File: src/rtl/ir_command_controller.sv
// ir_command_controller
// Bus-mapped front end for the IR transmitter. Holds the 4-bit direction
// command and issues single-cycle SEND_PACKET pulses. Requests come from a
// SEND_NOW register write or from a programmable periodic timer. After each
// pulse a hold-off window blocks further pulses and freezes COMMAND.
//
// Register map (offset from BASE_ADDR):
//   +0 CMD    RW [3:0] pending command, [7:4] read 0
//   +1 CTRL   RW [0] PERIODIC_EN, [1] SEND_NOW (write-1 one-shot, reads 0)
//   +2 STATUS RO SENT_COUNT, wraps 255 -> 0
//   +3 PERIOD RW periodic request every (PERIOD+1)*TICK_CYCLES cycles
//
// Bus handshake: BUS_WE / BUS_RE are single-cycle strobes qualified by an
// address hit. A write takes effect at the clock edge that samples BUS_WE.
// Read data appears on BUS_RDATA the cycle after BUS_RE. BUS_RDATA is 8'h00
// in every other cycle.
module ir_command_controller #(
  parameter logic [7:0] BASE_ADDR      = 8'h90,
  parameter int         TICK_CYCLES    = 100_000,
  parameter int         HOLDOFF_CYCLES = 2_000_000,
  parameter logic [7:0] PERIOD_RESET   = 8'd99
) (
  input  logic       CLK,
  input  logic       RESETN,
  input  logic [7:0] BUS_ADDR,
  input  logic [7:0] BUS_WDATA,
  input  logic       BUS_WE,
  input  logic       BUS_RE,
  output logic [7:0] BUS_RDATA,
  output logic [3:0] COMMAND,
  output logic       SEND_PACKET
);

  localparam int PRESC_W = (TICK_CYCLES > 1) ? $clog2(TICK_CYCLES) : 1;
  localparam int HOLD_W  = (HOLDOFF_CYCLES > 1) ? $clog2(HOLDOFF_CYCLES) : 1;

  localparam logic [PRESC_W-1:0] PRESC_LAST = PRESC_W'(TICK_CYCLES - 1);
  localparam logic [HOLD_W-1:0]  HOLD_LAST  = HOLD_W'(HOLDOFF_CYCLES - 1);

  localparam logic [0:0] ST_IDLE    = 1'b0;
  localparam logic [0:0] ST_HOLDOFF = 1'b1;

  // Register state
  logic [3:0]         cmd_reg;
  logic               periodic_en;
  logic [7:0]         period_reg;
  logic [7:0]         sent_count;

  // Timer, request and sequencing state
  logic [PRESC_W-1:0] presc_cnt;
  logic [7:0]         period_cnt;
  logic [HOLD_W-1:0]  hold_cnt;
  logic               pending;
  logic [0:0]         state;

  // Decode
  logic [7:0]         offset;
  logic               hit;
  logic               wr_cmd;
  logic               wr_ctrl;
  logic               wr_period;
  logic               send_now;
  logic               period_wrap;
  logic               request;
  logic               fire;

  // Address decode, request merge and the fire condition
  always_comb begin
    offset      = BUS_ADDR - BASE_ADDR;
    hit         = (offset[7:2] == 6'd0);
    wr_cmd      = BUS_WE && hit && (offset[1:0] == 2'd0);
    wr_ctrl     = BUS_WE && hit && (offset[1:0] == 2'd1);
    wr_period   = BUS_WE && hit && (offset[1:0] == 2'd3);
    send_now    = wr_ctrl && BUS_WDATA[1];
    // A PERIOD write restarts the timer, so it also suppresses a wrap landing on the same edge.
    period_wrap = periodic_en && !wr_period && (presc_cnt == PRESC_LAST) &&
                  (period_cnt == period_reg);
    request     = send_now || period_wrap;
    fire        = (state == ST_IDLE) && (pending || request);
  end

  // Software-visible RW registers
  always_ff @(posedge CLK or negedge RESETN) begin
    if (!RESETN) begin
      cmd_reg     <= 4'h0;
      periodic_en <= 1'b0;
      period_reg  <= PERIOD_RESET;
    end else begin
      if (wr_cmd)    cmd_reg     <= BUS_WDATA[3:0];
      if (wr_ctrl)   periodic_en <= BUS_WDATA[0];
      if (wr_period) period_reg  <= BUS_WDATA;
    end
  end

  // Periodic timer: prescaler ticks advance the period counter; both restart when disabled or reprogrammed
  always_ff @(posedge CLK or negedge RESETN) begin
    if (!RESETN) begin
      presc_cnt  <= '0;
      period_cnt <= 8'd0;
    end else if (!periodic_en || wr_period) begin
      presc_cnt  <= '0;
      period_cnt <= 8'd0;
    end else if (presc_cnt == PRESC_LAST) begin
      presc_cnt  <= '0;
      period_cnt <= (period_cnt == period_reg) ? 8'd0 : period_cnt + 8'd1;
    end else begin
      presc_cnt  <= presc_cnt + PRESC_W'(1);
    end
  end

  // Send sequencer: IDLE fires a pulse and latches COMMAND, HOLDOFF waits out the packet
  always_ff @(posedge CLK or negedge RESETN) begin
    if (!RESETN) begin
      state       <= ST_IDLE;
      hold_cnt    <= '0;
      pending     <= 1'b0;
      sent_count  <= 8'd0;
      SEND_PACKET <= 1'b0;
      COMMAND     <= 4'h0;
    end else begin
      SEND_PACKET <= fire;
      case (state)
        ST_IDLE: begin
          if (fire) begin
            COMMAND    <= cmd_reg;
            pending    <= 1'b0;
            sent_count <= sent_count + 8'd1;
            hold_cnt   <= '0;
            state      <= ST_HOLDOFF;
          end
        end
        default: begin
          // Requests during hold-off collapse into a single pending flag.
          if (request) pending <= 1'b1;
          if (hold_cnt == HOLD_LAST) begin
            state <= ST_IDLE;
          end else begin
            hold_cnt <= hold_cnt + HOLD_W'(1);
          end
        end
      endcase
    end
  end

  // Registered read port, zero when not reading a mapped register
  always_ff @(posedge CLK or negedge RESETN) begin
    if (!RESETN) begin
      BUS_RDATA <= 8'h00;
    end else if (BUS_RE && hit) begin
      case (offset[1:0])
        2'd0:    BUS_RDATA <= {4'h0, cmd_reg};
        2'd1:    BUS_RDATA <= {7'h00, periodic_en};
        2'd2:    BUS_RDATA <= sent_count;
        default: BUS_RDATA <= period_reg;
      endcase
    end else begin
      BUS_RDATA <= 8'h00;
    end
  end

endmodule

File: config.mk
export PLATFORM = sky130hd
export DESIGN_NAME = ir_command_controller
export DESIGN_NICKNAME = d
export VERILOG_FILES = /design/src/rtl/ir_command_controller.sv
export SDC_FILE = /design/constraint.sdc
export NUM_CORES = 1
export LEC_CHECK = 0
export CORE_UTILIZATION = 46
export CTS_CLUSTER_DIAMETER = 80
export DETAILED_ROUTE_END_ITERATION = 7
export DONT_BUFFER_PORTS = 1
export GPL_ROUTABILITY_DRIVEN = 1
export PLACE_DENSITY_LB_ADDON = 0.08
export SYNTH_ARGS = -nofsm -noshare
export SYNTH_HDL_FRONTEND = slang
export SYNTH_SLANG_ARGS = --single-unit
File: constraint.sdc
create_clock -name CLK -period 3.9 [get_ports CLK]
set_input_delay 0.195 -clock CLK [delete_from_list [all_inputs] [get_ports CLK]]
set_output_delay 0.195 -clock CLK [all_outputs]
set_load 0.005 [all_outputs]
==> impl_metrics.env, run 1 <==
export IMPL_synthFlopType="dfrtp_1"
export IMPL_path_cells="ha_1 > and4_1 > nand4_1 > nand4bb_1 > a21oi_4 > mux2_2"
export IMPL_status="complete, no violations"
export IMPL_async_flop_share_pct=100
export IMPL_r2r_end="COMMAND[1]"
export IMPL_cpLargestDelayFamily="simple AND/OR/NAND/NOR gates"
export IMPL_crit_path_end_kind="flip-flop"
export IMPL_synth_cell_types=58
export IMPL_rrSetupSlack_ps=1120
export IMPL_globalRouteMet3Util_pct=4.46
export IMPL_ys_warn_count=0
export IMPL_path_class="flip-flop to flip-flop"
export IMPL_top_register="hold_cnt"
export IMPL_path_clk_slew_ps=100
export IMPL_dieArea_um2=9450
export IMPL_tightest_slew_ps=933
export IMPL_synth_nets=406
export IMPL_cts_buffer_depth=2
export IMPL_fmax_ghz=0.359
export IMPL_slew_violations=0
export IMPL_first_global_vias=2972
export IMPL_whs_ps=9.82
export IMPL_rsz0062_at_grt="false"
export IMPL_htree_num_levels=3
export IMPL_postCtsSetupRepairBufs=0
export IMPL_cts_tree="done"
export IMPL_cts_made_buffers=9
export IMPL_drv_cap=0
export IMPL_layout_drive_gt1_share_pct=14.5
export IMPL_reg_top3="hold_cnt x21, presc_cnt x17"
export IMPL_p_leak_nw=1.95
export IMPL_startpoint_type="flip-flop"
export IMPL_drt_initial_drc_count=113
export IMPL_peakVddDrop_uv=140
export IMPL_crit_fanout=25
export IMPL_port_buffers=0
export IMPL_r2r_start="presc_cnt[0]"
export IMPL_vias=2895
export IMPL_yosys_register_bits=82
export IMPL_ios=33
export IMPL_worst_ep_required_time_ps=4160
export IMPL_slowest_delay_ps=750
export IMPL_holdCritPathClass="primary input to flip-flop"
export IMPL_fillers=786
export IMPL_fin_area_um2=4580
export IMPL_overflow=0
export IMPL_wl_mm=8.46
export IMPL_clock_latency_ps=360
export IMPL_grt_antenna_before_repair=0
export IMPL_setup_tns_ps=0
export IMPL_min_from="BUS_ADDR[0]"
export IMPL_critPathSlowestCell="a21oi_4"
export IMPL_layout_worst_path_cycle_share_pct=71.4
export IMPL_power_density_nw_per_um2=351
export IMPL_start_util_pct=47.6
export IMPL_grt_use_met1_pct=26.1
export IMPL_ys_seq_area_share_pct=49.3
export IMPL_via_per_inst=5.71
export IMPL_dr_pass1_iters=4
export IMPL_fin_skew_ps=15.0
export IMPL_critPathLaunch="presc_cnt[0]"
export IMPL_antenna_left=0
export IMPL_grt_max_degree=83
export IMPL_grt_total_usage_pct=19.6
export IMPL_dp_hpwl_mm=5.55
export IMPL_holdBufCountCts=13
export IMPL_cts_resized=0
export IMPL_numClockSinks=82
export IMPL_min_path_cells=2
export IMPL_nets=418
export IMPL_gr_max_usage_layer="met2"
export IMPL_die_h_um=97.2
export IMPL_root_buffer="clkbuf_8"
export IMPL_avgSynthCellArea_um2=10.9
export IMPL_wire_per_inst_um=16.7
export IMPL_netlist_area_um2=4170
export IMPL_area_delta_synth_final_pct=9.96
export IMPL_grt_util_met2_pct=31.6
export IMPL_largest_reg_flops=21
export IMPL_coreArea_um2=8760
export IMPL_synth_edf_count=0
export IMPL_hold_end="BUS_RDATA[4]"
export IMPL_arrival_ps=3040
export IMPL_dpl_instance_area_um2=4230
export IMPL_path_buf_inv=0
export IMPL_hold_viol_final=0
export IMPL_period_needed_ps=2780
export IMPL_place_congestion=0.740
export IMPL_fp_row_count=34
export IMPL_remaining_drc_errors=0
export IMPL_finalSetupViolCount=0
export IMPL_grt_pass1_wl_mm=14.8
export IMPL_relSlewSlack_pct=37.7
export IMPL_syn_inst=382
export IMPL_r2r_cells=6
export IMPL_die_x_um=97.2
export IMPL_antenna_cells=0
per-layer routing:
layer  routed length [um]  vias up  part of all wire [%]
met2                 4010       48                    47
met5                    0        -                     0
li1                     -     1409                     -
met1                 4050     1429                    48
met4                  118        0                   1.4
met3                  278        9                   3.3
worst max-delay path by stage:
stage / to / depth (start not counted)
final: COMMAND[1] / 6
after detailed placement: COMMAND[1] / 6
after floorplan: COMMAND[0] / 7
after global placement: COMMAND[3] / 6
after global routing: sent_count[1] / 6
after CTS: COMMAND[1] / 6
layout make-up:
class	count	area, um2	share of cell area, %
flip-flops and latches	82	2060	44.9
multi-input cells	280	2000	43.7
repair buffers	14	155	3.38
well taps	108	135	2.95
clock buffers	9	124	2.70
clock inverters	7	82.6	1.80
inverters	7	26.3	0.573
synth_stat cells (3+ instances only):
library cell | instances | area [um2]
a211oi_1 | 3 | 22.5
a21oi_1 | 6 | 30.0
a31oi_1 | 13 | 81.3
and2_1 | 3 | 18.8
and3_1 | 14 | 87.6
and4_1 | 3 | 26.3
and4bb_2 | 3 | 37.5
buf_6 | 3 | 33.8
clkbuf_1 | 6 | 22.5
dfrtp_1 | 78 | 1950
dfstp_2 | 4 | 105
ha_1 | 4 | 50.1
inv_1 | 7 | 26.3
mux2_2 | 18 | 203
mux2i_1 | 9 | 90.1
nand2_1 | 19 | 71.3
nand3_1 | 16 | 80.1
nand4_1 | 12 | 75.1
nor2_1 | 44 | 165
nor3_1 | 7 | 35.0
nor4_1 | 6 | 37.5
nor4b_1 | 4 | 35.0
o211ai_1 | 3 | 22.5
o21ai_0 | 7 | 35.0
o31ai_1 | 3 | 22.5
or3_1 | 4 | 25.0
or3b_2 | 3 | 26.3
or4_1 | 3 | 22.5
xnor2_1 | 16 | 140
xor2_1 | 25 | 219
cell families after synthesis:
family          count (synthesis)  synth area share [%]
flops                          82                  49.3
xor+xnor                       42                  9.00
simple gates                  153                  20.7
fa+ha+maj                       4                  1.20
compound gates                 53                  9.48
mux                            28                  7.65
buf+inv                        20                  2.58
where the power goes:
part           switching (mW)  internal, mW  total (mW)
combinational          0.0464        0.0328      0.0792
sequential             0.0117         0.862       0.874
clock                   0.352         0.306       0.658
total                   0.410          1.20        1.61
layout by cell type (no fill, tap or decap), types with 2 or more instances in the layout:
cell type      instances
nor2_1                44
and4_1                 3
nor3_1                 7
o22ai_1                2
or2_2                  2
nand3_1               16
ha_1                   4
inv_6                  2
clkinvlp_4             2
and3_1                14
dfrtp_1               78
inv_1                  7
or3b_2                 3
a31oi_1               13
nand3b_1               2
nor4b_1                4
and4bb_2               3
mux2_2                18
xnor2_1               16
xor2_1                25
mux2i_1                9
or4_1                  3
a211oi_1               3
and2_1                 3
nand4_1               12
clkbuf_8               9
o211ai_1               3
nand2_1               19
o21ai_0                7
or3_1                  4
a21oi_1                6
dfstp_2                4
dlygate4sd3_1         12
o2111ai_1              2
o21a_1                 2
nor4_1                 6
o31ai_1                3
a21boi_0               2
through the flow:
step / cells / power (mW) / setup WS (ps) / util, %
after floorplan: 382 / 0.933 / 1940 / -
after global placement: 478 / 0.939 / 1160 / 48.3
after detailed placement: 478 / 0.939 / 1100 / 48.3
after CTS: 507 / 1.63 / 1090 / 52.3
after global routing: 507 / 1.67 / 834 / 52.3
final: 507 / 1.61 / 1120 / 52.3
(Power assumes the default switching activity.)
==> inputs of run 2 (changes only) <==
Clock period 3.9 ns to 2.6 ns, I/O delays scaled along.
==> run 2 against run 1 <==
Setup slack lost 790 ps. Sequential share of layout area fell by 0.34 points. Count of clock-buffer cells in the layout increased by 1. Sequential cell count did not move. Core utilization increased by 0.40 points. Via count up 0.86%. Die area did not move. Maximum frequency up 22%. Routed wire length shrank 0.90%.
==> impl_metrics.env, run 2 (synthesis gave the netlist of run 1 again) <==
export IMPL_finalSetupViolCount=0
export IMPL_fin_skew_ps=17.3
export IMPL_start_util_pct=47.6
export IMPL_overflow=0
export IMPL_cts_tree="done"
export IMPL_grt_total_usage_pct=19.1
export IMPL_slew_violations=0
export IMPL_drv_cap=0
export IMPL_dp_hpwl_mm=5.67
export IMPL_area_delta_synth_final_pct=10.8
export IMPL_htree_num_levels=3
export IMPL_startpoint_type="flip-flop"
export IMPL_top_register="hold_cnt"
export IMPL_hold_viol_final=0
export IMPL_min_path_cells=3
export IMPL_layout_worst_path_cycle_share_pct=87.5
export IMPL_grt_pass1_wl_mm=14.6
export IMPL_grt_antenna_before_repair=0
export IMPL_period_needed_ps=2270
export IMPL_nets=424
export IMPL_worst_ep_required_time_ps=2820
export IMPL_clock_latency_ps=350
export IMPL_utilization_pct=52.7
export IMPL_cts_buffer_depth=2
export IMPL_numClockSinks=82
export IMPL_fillers=811
export IMPL_root_buffer="clkbuf_8"
export IMPL_internal_power_mw=1.79
export IMPL_grt_max_degree=83
export IMPL_whs_ps=18.6
export IMPL_crit_path_end_kind="flip-flop"
export IMPL_antenna_cells=0
export IMPL_arrival_ps=2490
export IMPL_final_common_cell="dfrtp_1"
export IMPL_power_density_nw_per_um2=510
export IMPL_postCtsSetupRepairBufs=0
export IMPL_cts_resized=0
export IMPL_wire_per_inst_um=16.3
export IMPL_tightest_slew_ps=773
export IMPL_drt_initial_drc_count=87
export IMPL_peakVddDrop_uv=301
export IMPL_cts_made_buffers=9
export IMPL_seqPwrFrac_pct=55.7
export IMPL_path_clk_slew_ps=80
export IMPL_layout_drive_gt1_share_pct=15.3
export IMPL_fmax_ghz=0.440
export IMPL_min_from="BUS_ADDR[0]"
export IMPL_setup_tns_ps=0
export IMPL_dr_pass1_iters=4
export IMPL_r2r_end="hold_cnt[17]"
export IMPL_coreArea_um2=8760
export IMPL_largest_reg_flops=21
export IMPL_remaining_drc_errors=0
export IMPL_dieArea_um2=9450
export IMPL_rrSetupSlack_ps=330
export IMPL_die_h_um=97.2
export IMPL_status="complete, no violations"
export IMPL_first_global_vias=2952
export IMPL_reg_top3="hold_cnt x21, presc_cnt x17"
export IMPL_die_x_um=97.2
export IMPL_p_clk_share_pct=39.1
export IMPL_port_buffers=0
export IMPL_rsz0062_at_grt="false"
export IMPL_r2r_start="hold_cnt[16]"
export IMPL_path_class="flip-flop to flip-flop"
export IMPL_via_per_inst=5.69
export IMPL_final_cell_mix="dfrtp_1, nor2_1, xor2_1"
export IMPL_relSlewSlack_pct=47.8
export IMPL_netSwitchingFraction_pct=24.0
export IMPL_place_congestion=0.781
export IMPL_holdCritPathClass="primary input to flip-flop"
export IMPL_ios=33
export IMPL_p_leak_nw=1.96
export IMPL_wl_mm=8.38
export IMPL_antenna_left=0
export IMPL_dp_cells=483
export IMPL_hold_end="BUS_RDATA[3]"
export IMPL_vias=2920
export IMPL_holdBufCountCts=13
export IMPL_pwr_share_comb_pct=5.2
export IMPL_r2r_cells=5
export IMPL_crit_fanout=8
export IMPL_instances_no_fill=513
export IMPL_fp_row_count=34
export IMPL_p_switching_mw=0.564
export IMPL_p_total_mw=2.35
-- run 2: worst max path at each step --
stage	start	endpoint	cells past startpoint
5_1_grt	hold_cnt[16]	hold_cnt[11]	5
2_1_floorplan	presc_cnt[0]	COMMAND[0]	7
6_report	hold_cnt[16]	hold_cnt[17]	5
3_3_place_gp	presc_cnt[0]	hold_cnt[1]	7
4_1_cts	presc_cnt[0]	hold_cnt[1]	7
3_5_place_dp	presc_cnt[0]	hold_cnt[1]	7
-- run 2: per-layer routing --
| metal | track usage, % | vias to the layer above | share of wire [%] |
|---|---|---|---|
| li1 | - | 1425 | - |
| met1 | 26.0 | 1441 | 49 |
| met2 | 30.8 | 44 | 47 |
| met3 | 3.24 | 10 | 2.6 |
| met4 | 6.43 | 0 | 1.5 |
| met5 | 0 | - | 0 |
-- run 2: layout make-up --
class	instances	area (um2)	area share (%)
Inverter	7	26.3	0.569
Clock inverter	6	66.3	1.44
Clock buffer	10	128	2.76
Sequential cell	82	2060	44.5
Multi-Input combinational cell	280	2000	43.4
Timing Repair Buffer	20	203	4.39
Tap cell	108	135	2.93
-- run 2: through the flow --
step           area (um2)  setup slack, ps
5_1_grt              4620              125
3_3_place_gp         4270              421
3_5_place_dp         4270              368
4_1_cts              4610              351
2_1_floorplan        4170              636
6_report             4620              326
-- run 2: power by group through the flow --
stage / clock, mW / sequential, mW / combinational, mW
2_1_floorplan: 0 / 1.33 / 0.0699
3_3_place_gp: 0 / 1.34 / 0.0724
3_5_place_dp: 0 / 1.34 / 0.0741
4_1_cts: 0.954 / 1.31 / 0.125
5_1_grt: 1.00 / 1.31 / 0.139
6_report: 0.921 / 1.31 / 0.123
-- run 2: worst max-delay path: stages, from the launching register on --
cell and delay, ps:
dfrtp_1 450, nor4b_1 580, nand4_1 270, o211ai_1 590, or4_1 200, a21oi_1 60
==> inputs of run 3 (changes only) <==
Clock period 2.6 ns to 2.26 ns, I/O delays scaled along.
==> run 3 against run 2 <==
Critical path type unchanged. Count of clock-buffer cells in the layout unchanged. Register-to-register slack got worse by 160 ps. Core utilization up 1.5 points. Critical path depth rose by 1. Combinational power increased by 30%. Largest power group unchanged. Highest routed layer unchanged. Via count rose by 2.2%. Clock power rose by 23%. Routed wire length increased by 3.4%.
==> impl_metrics.env, run 3 (synthesis gave the netlist of run 1 again) <==
export IMPL_utilization_pct=54.2
export IMPL_grt_total_usage_pct=19.8
export IMPL_wire_per_inst_um=16.6
export IMPL_fin_area_um2=4750
export IMPL_top_register="hold_cnt"
export IMPL_drt_initial_drc_count=77
export IMPL_wl_mm=8.66
export IMPL_first_global_vias=3046
export IMPL_clock_latency_ps=350
export IMPL_grt_antenna_before_repair=0
export IMPL_port_buffers=0
export IMPL_slew_violations=0
export IMPL_finalSetupViolCount=0
export IMPL_fin_skew_ps=11.5
export IMPL_power_density_nw_per_um2=589
export IMPL_relSlewSlack_pct=67.0
export IMPL_fp_row_count=34
export IMPL_seqPwrFrac_pct=53.8
export IMPL_final_common_cell="dfrtp_1"
export IMPL_rsz0062_at_grt="false"
export IMPL_r2r_start="presc_cnt[8]"
export IMPL_cpLargestDelayFamily="simple AND/OR/NAND/NOR gates"
export IMPL_pwr_share_comb_pct=5.7
export IMPL_place_congestion=0.743
export IMPL_path_cells="nor4b_1 > nand4_1 > nand4bb_4 > buf_4 > a2111oi_4 > xor2_1"
export IMPL_peakVddDrop_uv=322
export IMPL_holdCritPathClass="primary input to flip-flop"
export IMPL_critPathSlowestCell="dfrtp_1"
export IMPL_fmax_ghz=0.477
export IMPL_remaining_drc_errors=0
export IMPL_root_buffer="clkbuf_8"
export IMPL_setup_ws_ps=162
export IMPL_status="complete, no violations"
export IMPL_largest_reg_flops=21
export IMPL_numClockSinks=82
export IMPL_internal_power_mw=2.11
export IMPL_critPathLaunch="presc_cnt[8]"
export IMPL_crit_path_end_kind="flip-flop"
export IMPL_cts_made_buffers=9
export IMPL_nets=434
export IMPL_dr_pass1_iters=4
export IMPL_htree_num_levels=3
export IMPL_start_util_pct=47.6
export IMPL_dpl_instance_area_um2=4350
export IMPL_path_buf_inv=1
export IMPL_antenna_cells=0
export IMPL_place_ws_ps=28.6
export IMPL_die_h_um=97.2
export IMPL_final_cell_mix="dfrtp_1, nor2_1, xor2_1"
export IMPL_min_from="BUS_WE"
export IMPL_die_x_um=97.2
export IMPL_ios=33
export IMPL_setup_tns_ps=0
export IMPL_p_clk_share_pct=40.4
export IMPL_whs_ps=34.5
export IMPL_slowest_delay_ps=440
export IMPL_dp_hpwl_mm=5.98
export IMPL_vias=2984
export IMPL_reg_top3="hold_cnt x21, presc_cnt x17"
export IMPL_antenna_left=0
export IMPL_p_switching_mw=0.687
export IMPL_layout_drive_gt1_share_pct=18.8
export IMPL_hold_viol_final=0
export IMPL_path_clk_slew_ps=90
export IMPL_netSwitchingFraction_pct=24.6
export IMPL_layout_worst_path_cycle_share_pct=92.8
export IMPL_grt_pass1_wl_mm=14.8
export IMPL_cts_tree="done"
export IMPL_via_per_inst=5.71
export IMPL_overflow=0
export IMPL_arrival_ps=2370
export IMPL_area_delta_synth_final_pct=13.9
export IMPL_worst_ep_required_time_ps=2540
export IMPL_p_leak_nw=2.04
export IMPL_cts_buffer_depth=2
export IMPL_tightest_slew_ps=489
export IMPL_dieArea_um2=9450
export IMPL_coreArea_um2=8760
export IMPL_grt_max_degree=83
export IMPL_crit_fanout=6
export IMPL_path_class="flip-flop to flip-flop"
export IMPL_drv_cap=0
export IMPL_period_needed_ps=2100
export IMPL_startpoint_type="flip-flop"
[run 3: changes by cell type in the layout (fill, tap and decap cells not counted), sizes merged]
cell         previous run  this run
clkinv                  1         3
dlygate4sd3            13        12
clkinvlp                3         0
buf                     7        18
inv                     8         9
[run 3: cell type report]
type	count	area (um2)
fill	784	4020
sequential	82	2060
multi-input combinational	280	2040
timing repair buffer	30	279
clock buffer	10	138
tap	108	135
clock inverter	6	73.8
inverter	7	26.3
[run 3: repair_timing]
item / in CTS / in global routing
hold endpoints to repair: 103 / 0
setup endpoints to repair: 0 / 27
resized for setup: 0 / 5
setup buffers: 0 / 0
hold buffers: 13 / 0
[run 3: power groups by stage]
stage	clock [mW]	sequential (mW)	combinational, mW
global placement	0	1.54	0.0958
floorplan	0	1.53	0.0805
global route	1.23	1.51	0.181
detailed placement	0	1.54	0.0964
finish	1.13	1.51	0.160
CTS	1.17	1.51	0.157
[run 3: final timing paths]
path | to | slack [ps] | cells past startpoint
worst max-delay path | sent_count[7] | 160 | 6
min in group asynchronous | BUS_RDATA[7] | 300 | 2
worst min-delay path | presc_cnt[4] | 30 | 2
max in group asynchronous | period_reg[0] | 1600 | 2
worst max register to register | sent_count[7] | 160 | 6
worst min register to register | hold_cnt[19] | 500 | 1
[run 3: per-stage QoR]
| step | instances | power, mW |
|---|---|---|
| finish | 523 | 2.80 |
| global route | 523 | 2.92 |
| CTS | 523 | 2.83 |
| detailed placement | 494 | 1.63 |
| global placement | 494 | 1.63 |
| floorplan | 382 | 1.61 |
[run 3: layer usage]
layer	track usage [%]	share of wire (%)
met4	8.73	2.5
met5	0	0
met1	25.1	46
met3	3.24	2.8
met2	33.2	48
